$ cat config.mk
export PLATFORM = sky130hd
export DESIGN_NAME = alu_exec_unit
export DESIGN_NICKNAME = d
export VERILOG_FILES = /design/src/rtl/alu_pkg.sv /design/src/rtl/alu_iter_shifter.sv /design/src/rtl/alu_exec_unit.sv
export SDC_FILE = /design/constraint.sdc
export NUM_CORES = 1
export LEC_CHECK = 0
export ABC_AREA = 0
export ABC_CLOCK_PERIOD_IN_PS = 6100
export BUFFER_PORTS_ARGS = -buffer_cell sky130_fd_sc_hd__buf_2
export CORE_MARGIN = 1.5
export CORE_UTILIZATION = 55
export DETAILED_ROUTE_END_ITERATION = 8
export PLACE_DENSITY = 0.76
export SLEW_MARGIN = 20
export SYNTH_ARGS = -nofsm -noshare
export SYNTH_HDL_FRONTEND = slang
export SYNTH_HIERARCHICAL = 1
export SYNTH_SLANG_ARGS = --single-unit
$ cat constraint.sdc
create_clock -name clk -period 6.1 [get_ports clk]
set_clock_uncertainty 0.15 [all_clocks]
set_input_delay 0.305 -clock clk [delete_from_list [all_inputs] [get_ports clk]]
set_output_delay 0.305 -clock clk [all_outputs]
set_load 0.03 [all_outputs]
$ cat src/rtl/alu_pkg.sv
// Shared ALU op codes and execute-unit FSM encoding.
// The ALU control decoder uses these same op-code constants.
package alu_pkg;

    localparam logic [3:0] ALU_ADD = 4'b0000;
    localparam logic [3:0] ALU_SUB = 4'b0001;
    localparam logic [3:0] ALU_AND = 4'b0010;
    localparam logic [3:0] ALU_OR  = 4'b0011;
    localparam logic [3:0] ALU_XOR = 4'b0100;
    localparam logic [3:0] ALU_SLL = 4'b0110;
    localparam logic [3:0] ALU_SRL = 4'b0111;
    localparam logic [3:0] ALU_LUI = 4'b1001;

    typedef enum logic [1:0] {
        ST_IDLE  = 2'b00,
        ST_SHIFT = 2'b01,
        ST_DONE  = 2'b10
    } alu_state_t;

    function automatic logic is_shift_op(input logic [3:0] op);
        return (op == ALU_SLL) || (op == ALU_SRL);
    endfunction

endpackage

$ cat src/rtl/alu_iter_shifter.sv
// Shifter for SLL/SRL: iterative 1 bit per cycle by default, or a single-cycle
// barrel shifter when ALU_FAST_SHIFT_EN is defined.
module alu_iter_shifter
    import alu_pkg::*;
#(
    parameter int DATA_WIDTH = 32,
    parameter int SHAMT_W    = 5
) (
    input  logic                  clk,
    input  logic                  reset,
    input  logic                  i_load,
    input  logic                  i_step,
    input  logic                  i_left,
    input  logic [DATA_WIDTH-1:0] i_a,
    input  logic [SHAMT_W-1:0]    i_shamt,
    output logic                  o_imm_valid,
    output logic [DATA_WIDTH-1:0] o_imm_result,
    output logic                  o_last,
    output logic [DATA_WIDTH-1:0] o_step_val
);

`ifdef ALU_FAST_SHIFT_EN
    assign o_imm_valid  = 1'b1;
    assign o_imm_result = i_left ? (i_a << i_shamt) : (i_a >> i_shamt);
    assign o_last       = 1'b0;
    assign o_step_val   = '0;
`else
    logic [DATA_WIDTH-1:0] r_acc;
    logic [SHAMT_W-1:0]    r_cnt;
    logic                  r_left;

    always_ff @(posedge clk or negedge reset) begin
        if (!reset) begin
            r_acc  <= '0;
            r_cnt  <= '0;
            r_left <= 1'b0;
        end else if (i_load) begin
            r_acc  <= i_a;
            r_cnt  <= i_shamt;
            r_left <= i_left;
        end else if (i_step) begin
            r_acc  <= o_step_val;
            r_cnt  <= r_cnt - SHAMT_W'(1);
        end
    end

    // A zero shift amount needs no iterations; the operand is the result.
    assign o_imm_valid  = (i_shamt == '0);
    assign o_imm_result = i_a;
    assign o_last       = (r_cnt == SHAMT_W'(1));
    assign o_step_val   = r_left ? (r_acc << 1) : (r_acc >> 1);
`endif

endmodule

$ cat src/rtl/alu_exec_unit.sv
// Execute-stage ALU with valid/ready handshake; shifts go through alu_iter_shifter
// (single-cycle when ALU_FAST_SHIFT_EN is defined).
module alu_exec_unit
    import alu_pkg::*;
#(
    parameter int DATA_WIDTH = 32,
    parameter int SHAMT_W    = 5
) (
    input  logic                  clk,
    input  logic                  reset,
    input  logic                  valid_i,
    output logic                  ready_o,
    input  logic [3:0]            ALU_Operation_i,
    input  logic [DATA_WIDTH-1:0] A_i,
    input  logic [DATA_WIDTH-1:0] B_i,
    output logic                  valid_o,
    input  logic                  ready_i,
    output logic [DATA_WIDTH-1:0] ALU_Result_o,
    output logic                  Zero_o,
    output logic                  busy_o
);

    function automatic logic [DATA_WIDTH-1:0] alu_compute(
        input logic [3:0]            op,
        input logic [DATA_WIDTH-1:0] a,
        input logic [DATA_WIDTH-1:0] b
    );
        case (op)
            ALU_ADD: return a + b;
            ALU_SUB: return a - b;
            ALU_AND: return a & b;
            ALU_OR:  return a | b;
            ALU_XOR: return a ^ b;
            ALU_LUI: return b;
            default: return '0;
        endcase
    endfunction

    alu_state_t            r_state, w_state_nxt;
    logic [DATA_WIDTH-1:0] r_result, w_res_nxt;
    logic                  r_zero, w_res_en;
    logic                  w_accept, w_is_shift, w_load, w_step;
    logic                  w_imm_valid, w_last;
    logic [DATA_WIDTH-1:0] w_imm_result, w_step_val;

    assign ready_o    = (r_state == ST_IDLE) || ((r_state == ST_DONE) && ready_i);
    assign w_accept   = valid_i && ready_o;
    assign w_is_shift = is_shift_op(ALU_Operation_i);
    assign w_load     = w_accept && w_is_shift;
    assign w_step     = (r_state == ST_SHIFT);

    alu_iter_shifter #(
        .DATA_WIDTH(DATA_WIDTH),
        .SHAMT_W   (SHAMT_W)
    ) u_shifter (
        .clk         (clk),
        .reset       (reset),
        .i_load      (w_load),
        .i_step      (w_step),
        .i_left      (ALU_Operation_i == ALU_SLL),
        .i_a         (A_i),
        .i_shamt     (B_i[SHAMT_W-1:0]),
        .o_imm_valid (w_imm_valid),
        .o_imm_result(w_imm_result),
        .o_last      (w_last),
        .o_step_val  (w_step_val)
    );

    always_comb begin
        w_state_nxt = r_state;
        w_res_en    = 1'b0;
        w_res_nxt   = r_result;
        case (r_state)
            ST_IDLE, ST_DONE: begin
                if (w_accept) begin
                    if (w_is_shift && !w_imm_valid) begin
                        w_state_nxt = ST_SHIFT;
                    end else begin
                        w_state_nxt = ST_DONE;
                        w_res_en    = 1'b1;
                        w_res_nxt   = w_is_shift ? w_imm_result
                                                 : alu_compute(ALU_Operation_i, A_i, B_i);
                    end
                end else if ((r_state == ST_DONE) && ready_i) begin
                    w_state_nxt = ST_IDLE;
                end
            end
            ST_SHIFT: begin
                if (w_last) begin
                    w_state_nxt = ST_DONE;
                    w_res_en    = 1'b1;
                    w_res_nxt   = w_step_val;
                end
            end
            default: w_state_nxt = ST_IDLE;
        endcase
    end

    always_ff @(posedge clk or negedge reset) begin
        if (!reset) begin
            r_state  <= ST_IDLE;
            r_result <= '0;
            r_zero   <= 1'b0;
        end else begin
            r_state <= w_state_nxt;
            if (w_res_en) begin
                r_result <= w_res_nxt;
                r_zero   <= (w_res_nxt == '0);
            end
        end
    end

    assign valid_o      = (r_state == ST_DONE);
    assign busy_o       = (r_state == ST_SHIFT);
    assign ALU_Result_o = r_result;
    assign Zero_o       = r_zero;

endmodule

**After elaboration in Yosys (flattened, before gate mapping)**

Cells that the tools add are included.

- Add/subtract/negate cells: 3
- Eq/ne operators: 12
- Mux-type cells: 20
- Bitwise operators: 3
- Reduce and logical (&&, ||, !) cells: 14

Operators with widths:

| cell | number |
|---|---|
| $mux W32 | 7 |
| $pmux W32 S6 | 1 |
| $pmux W32 S2 | 1 |
| $add A32 B32 Y32 | 1 |
| $and A32 B32 Y32 | 1 |
| $logic_not A32 Y1 | 1 |
| $or A32 B32 Y32 | 1 |
| $sub A32 B32 Y32 | 1 |
| $xor A32 B32 Y32 | 1 |
| $eq A4 B3 Y1 const B | 3 |
| $mux W5 | 2 |
| $eq A4 B2 Y1 const B | 2 |
| $mux W2 | 4 |
| $eq A5 B1 Y1 const B | 1 |
| $logic_not A5 Y1 | 1 |
| $sub A5 B1 Y5 const B | 1 |
| $eq A4 B1 Y1 const B | 1 |
| $eq A4 B4 Y1 const B | 1 |
| $logic_and A1 B1 Y1 | 4 |
| $logic_not A4 Y1 | 1 |
| $pmux W2 S2 | 1 |
| $mux W1 | 3 |
| $ne A3 B3 Y1 const B | 1 |
| $eq A2 B1 Y1 const B | 1 |
| other kinds (9) | 10 |

- Register bits after elaboration: 73
- Input port bits: 72
- Output and inout bits: 36
- Logic and storage cells: 58

**Depth between registers and ports, before layout**

- Word-level depth: 7
- Depth in mapped cells: 22
- Depth with buffers taken out: 22

**By module**

The synthesis kept the hierarchy.

By module, submodules not included:

| module | instances | cells an instance | area an instance (um2) | sequential area each (um2) |
|---|---|---|---|---|
| alu_exec_unit | 1 | 921 | 6739.0 | 875.8 |
| alu_iter_shifter | 1 | 240 | 2546.2 | 950.9 |

**Worst setup path after synthesis**

Ideal clock, no wire load.

- Kind: input -> register
- Start: input port ALU_Operation_i[1]
- End: register r_zero, in the netlist Zero_o
- Setup time: 103 ps
- Arrival time: 4919 ps
- Required time: 5847 ps
- Setup slack: 928 ps
- Stages: 20
- Path buffers: 4
- Path through: clkbuf_1 > nor3_1 > clkbuf_1 > and2_1 > clkbuf_1 > clkbuf_1 > nor2_1 > xnor2_1 > ha_1 > nor2b_1 > o31a_1 > a211oi_1 > a2111oi_0 > o22ai_1 > or4b_1 > or4_1 > or4b_1 > nor4_2 > nand2_1 > o41ai_2

- Cells in the longest elaborated chain, start to end: 7
- Elaborated cells between the ends (all ways): 19
- Those cells by class: eq/ne (7); mux (8); reduce/logical (4)

RTL lines:

| item | RTL line | RTL |
|---|---|---|
| start, declared | alu_exec_unit.sv:13 | `input logic [3:0] ALU_Operation_i,` |
| $eq A4 B4 Y1 (tied with other cells) | alu_exec_unit.sv:28 | `case (op)` |
| $pmux W32 S6 / $logic_or A1 B1 Y1 (equally long branches) | alu_exec_unit.sv:28, alu_pkg.sv:21 |  |
| $mux W32 / $logic_and A1 B1 Y1 (equally long branches) | alu_exec_unit.sv:81, alu_exec_unit.sv:76 |  |
| $mux W32 | alu_exec_unit.sv:76 | `if (w_is_shift && !w_imm_valid) begin` |
| $mux W32 | alu_exec_unit.sv:75 | `if (w_accept) begin` |
| $pmux W32 S2 | alu_exec_unit.sv:73 | `case (r_state)` |
| $logic_not A32 Y1 | alu_exec_unit.sv:108 | `r_zero <= (w_res_nxt == '0);` |
| end signal, assigned | alu_exec_unit.sv:108 |  |
| end, declared | alu_exec_unit.sv:41 | `logic r_zero, w_res_en;` |

Parallel ways exist; a longest one is shown, timed or not.
A chain may end at the register's enable or synchronous reset.

**Worst setup path after layout**

- Start: input port ALU_Operation_i[3]
- End: register r_zero, in the netlist Zero_o

Same word-level chain as after synthesis.

==> results.py <==
metrics = {
    "place": {
        "post-place-ws_ns": 0.684,
        "post-dp-hpwl_mm": 24.2,
        "gp_congestion": 1.02,
        "dp.cells": 1409,
        "portBuffers": 107,
    },
    "cts": {
        "cts_buffers": 9,
        "path_clk_slew_ns": 0.06,
        "clock-sinks": 73,
        "cts_root_buf": "clkbuf_16",
        "clk_path_buf_depth": 2,
        "hold_buffers": 0,
        "cts.repair.resized": 0,
        "clock_latency_ns": 0.34,
        "cts_setup_buffers": 0,
        "cts.htree.levels": 3,
        "cts_tree": "built",
    },
    "logic_synthesis": {
        "synth_compound_area_frac": 0.267,
        "ys.flop_type": "dfrtp_1",
        "ys_async_sr_fraction": 1.00,
        "mappedNetlistArea_sq_um": 9290,
        "ys.warnings.count": 6,
        "ys_ff_latch": 73,
        "synth_edf_count": 0,
        "synth-xor-area-share": 0.0453,
        "synth_cell_types": 77,
        "synth_top_family_by_area": "compound AO/OA/AOI/OAI gates",
        "avgSynthCellArea_sq_um": 8.00,
        "synthAdderAreaFrac": 0.134,
        "synthSimpleGateAreaFrac": 0.165,
        "muxShareOfSynthArea": 0.0962,
        "synth_nets": 1332,
        "seq_area_frac_synth": 0.197,
        "netlist_instances": 1161,
    },
    "critical_path": {
        "start_kind": "input port",
        "arrival_ns": 5.28,
        "crit_cells": 17,
        "cp_slowest_cell": "a2111oi_0",
        "path_buf_inv": 1,
        "path_max_fanout": 17,
        "r2r_setup_slack_ns": 1.64,
        "crit_required_ns": 6.18,
        "cp_common_cell": "nand2_1",
        "crit_path_end_kind": "flop",
        "cp_top_family": "simple AND/OR/NAND/NOR gates",
        "rr_worst_depth": 12,
        "worst_path_largest_cell_delay_ns": 0.63,
        "crit_type": "input port to flop",
        "crit_chain": "buf_2, nor3_1, nand2_1, nand2_1, o21ai_0, fa_1, nor2b_1, o31a_1, a211oi_1, a2111oi_0, o22ai_1, or4b_1, or4_1, or4b_1, nor4_2, nand2_1, o41ai_2",
    },
    "global_routing": {
        "top_usage_layer": "met1",
        "grtUsageMet1": 0.545,
        "antenna_found_initial": 2,
        "met2_usage": 0.468,
        "grt_pass1_wl_mm": 48.1,
        "use_met3": 0.106,
        "grt_max_degree": 76,
        "grtUsageTotal": 0.353,
        "grt_pass1_vias": 8319,
        "grt.overflow.total": 0,
    },
    "timing": {
        "timing.final.ws_setup_ns": 0.900,
        "holdWs_ns": -0.0590,
        "tns_ns": 0,
        "fmax_ghz": 0.192,
        "hold_violations": 44,
        "final_min_period_over_clock_period": 0.852,
        "slew_violations": 0,
        "setup_viol": 0,
        "relSlewSlack": 0.278,
        "finalCriticalPeriod_ns": 5.20,
        "grt_setup_unrepaired": "no",
        "worstMarginPinSlew_ns": 1.06,
    },
    "finish": {
        "nets": 1371,
        "area_growth_pct": 8.13,
        "utilization": 0.608,
        "layout_commonest_cell": "nand2_1",
        "drive_gt1_frac": 0.161,
        "layout_common_cells": "nand2_1, buf_2, nor2_1, ha_1, inv_1",
        "final_cells": 1426,
    },
    "run_status": {
        "violations": "hold timing",
        "outcome": "complete, but fails checks",
    },
    "die": {
        "start_util": 0.562,
        "num_io_pins": 108,
        "die_h_um": 133,
        "dieArea_sq_um": 17700,
        "row_count": 47,
        "die_w_um": 133,
        "core_area_sq_um": 16500,
    },
    "routing": {
        "ant_nets": 0,
        "vias": 9291,
        "drc": 0,
        "wl_per_cell_um": 22.0,
        "first_pass_iters": 5,
        "drtIter0Drc": 1060,
        "drt-total-wl_mm": 31.4,
        "viasPerCell": 6.52,
    },
    "pwr": {
        "peakVddDrop_mv": 0.159,
        "p_leak_nw": 4.42,
        "p_total_w": 0.00288,
        "power.density_nw_per_um2": 287,
    },
    "worst_hold_path": {
        "worstHoldPathType": "input port to async pin",
    },
    "job": {
        "cap_violations": 0,
    },
}
## flip-flops by register name, summed over array words and instances, names as in the netlist
| signal | flops |
|---|---|
| u_shifter/r_left | 1 |
| r_state | 2 |
| u_shifter/r_acc | 32 |
| u_shifter/r_cnt | 5 |
| ALU_Result_o | 32 |
| Zero_o | 1 |
## Yosys cell counts, types with 5 or more instances
cell type	count	area share
buf_4	36	0.029
a21o_1	6	0.0049
or4_1	7	0.0057
ha_1	98	0.13
a22o_1	9	0.0085
mux2_2	6	0.0073
o31ai_1	17	0.014
xnor2_1	43	0.041
o21a_1	13	0.011
nor2_1	99	0.040
a22oi_1	23	0.019
a211oi_1	15	0.012
nand3_1	7	0.0038
a221oi_1	30	0.028
dfrtp_1	73	0.20
nor2b_1	16	0.011
clkbuf_1	51	0.021
a31oi_1	14	0.0094
nand4_1	10	0.0067
o311ai_0	5	0.0047
nand2b_1	10	0.0067
nor4_1	9	0.0061
inv_1	82	0.033
o2111ai_1	6	0.0057
nor4b_1	5	0.0047
a21oi_1	61	0.033
nor3_1	15	0.0081
and2_1	8	0.0054
mux2_4	27	0.044
o21ai_0	64	0.034
a2111oi_0	7	0.0066
nand2_1	111	0.045
mux2i_1	42	0.045
o21ai_1	30	0.016
a222oi_1	9	0.0097
xor2_1	5	0.0047
## worst reg2reg max path: stages (launching register included)
cell,delay [ns]
dfrtp_1,0.43
nor2b_1,0.19
a2111o_1,0.47
buf_4,0.28
nor4_1,0.77
o31ai_1,0.13
a211oi_1,0.26
o2111ai_1,0.19
or4_1,0.54
or4b_1,0.50
nor4_2,0.15
nand2_1,0.10
o41ai_2,0.21
## layout make-up
type                            instances  area (sq um)
Antenna cell                            1          2.50
Tap cell                              220           275
Multi-Input combinational cell        905          6620
Clock buffer                           12           256
Inverter                               83           312
Timing Repair Buffer                  128           696
Sequential cell                        73          1830
Fill cell                            1494          6480
Clock inverter                          4          51.3
## logic make-up (layout without fill, tap and decap cells)
| family | after synthesis | count (layout) |
|---|---|---|
| buffers and inverters | 183 | 227 |
| multiplexers | 75 | 75 |
| other | 0 | 1 |
| AO/OA/AOI/OAI | 361 | 361 |
| adder cells (fa/ha/maj) | 99 | 99 |
| XOR/XNOR | 48 | 48 |
| flip-flops | 73 | 73 |
| AND/OR/NAND/NOR | 322 | 322 |
## path summary, 6_finish.rpt
| kind | to | start |
|---|---|---|
| min | u_shifter/r_acc[3] | reset |
| max reg2reg | Zero_o | r_state[1] |
| max in group asynchronous | ALU_Result_o[17] | reset |
| min in group clk | r_state[1] | ready_i |
| min reg2reg | Zero_o | Zero_o |
| max | Zero_o | ALU_Operation_i[3] |
## per-stage QoR
| step | hold slack (ns) | instance area, sq um |
|---|---|---|
| global placement | 0.360 | 9730 |
| CTS | 0.00302 | 10000 |
| detailed placement | 0.362 | 9730 |
| global route | 0.0285 | 10000 |
| finish | -0.0590 | 10000 |
| floorplan | -0.141 | 9290 |
## metal layers
layer,vias up,share of wire
met5,-,0.00041
met4,2,0.020
met3,54,0.13
met2,516,0.39
met1,4400,0.46
li1,4319,-
## power breakdown
group          internal (W)  total, W  leakage, nW  switching, W
Clock              0.000339  0.000544        0.149      0.000205
Sequential         0.000686  0.000881        0.881      0.000195
Combinational      0.000584   0.00145         3.39      0.000870
Total               0.00161   0.00288         4.42       0.00127
(Power assumes the default switching activity.)
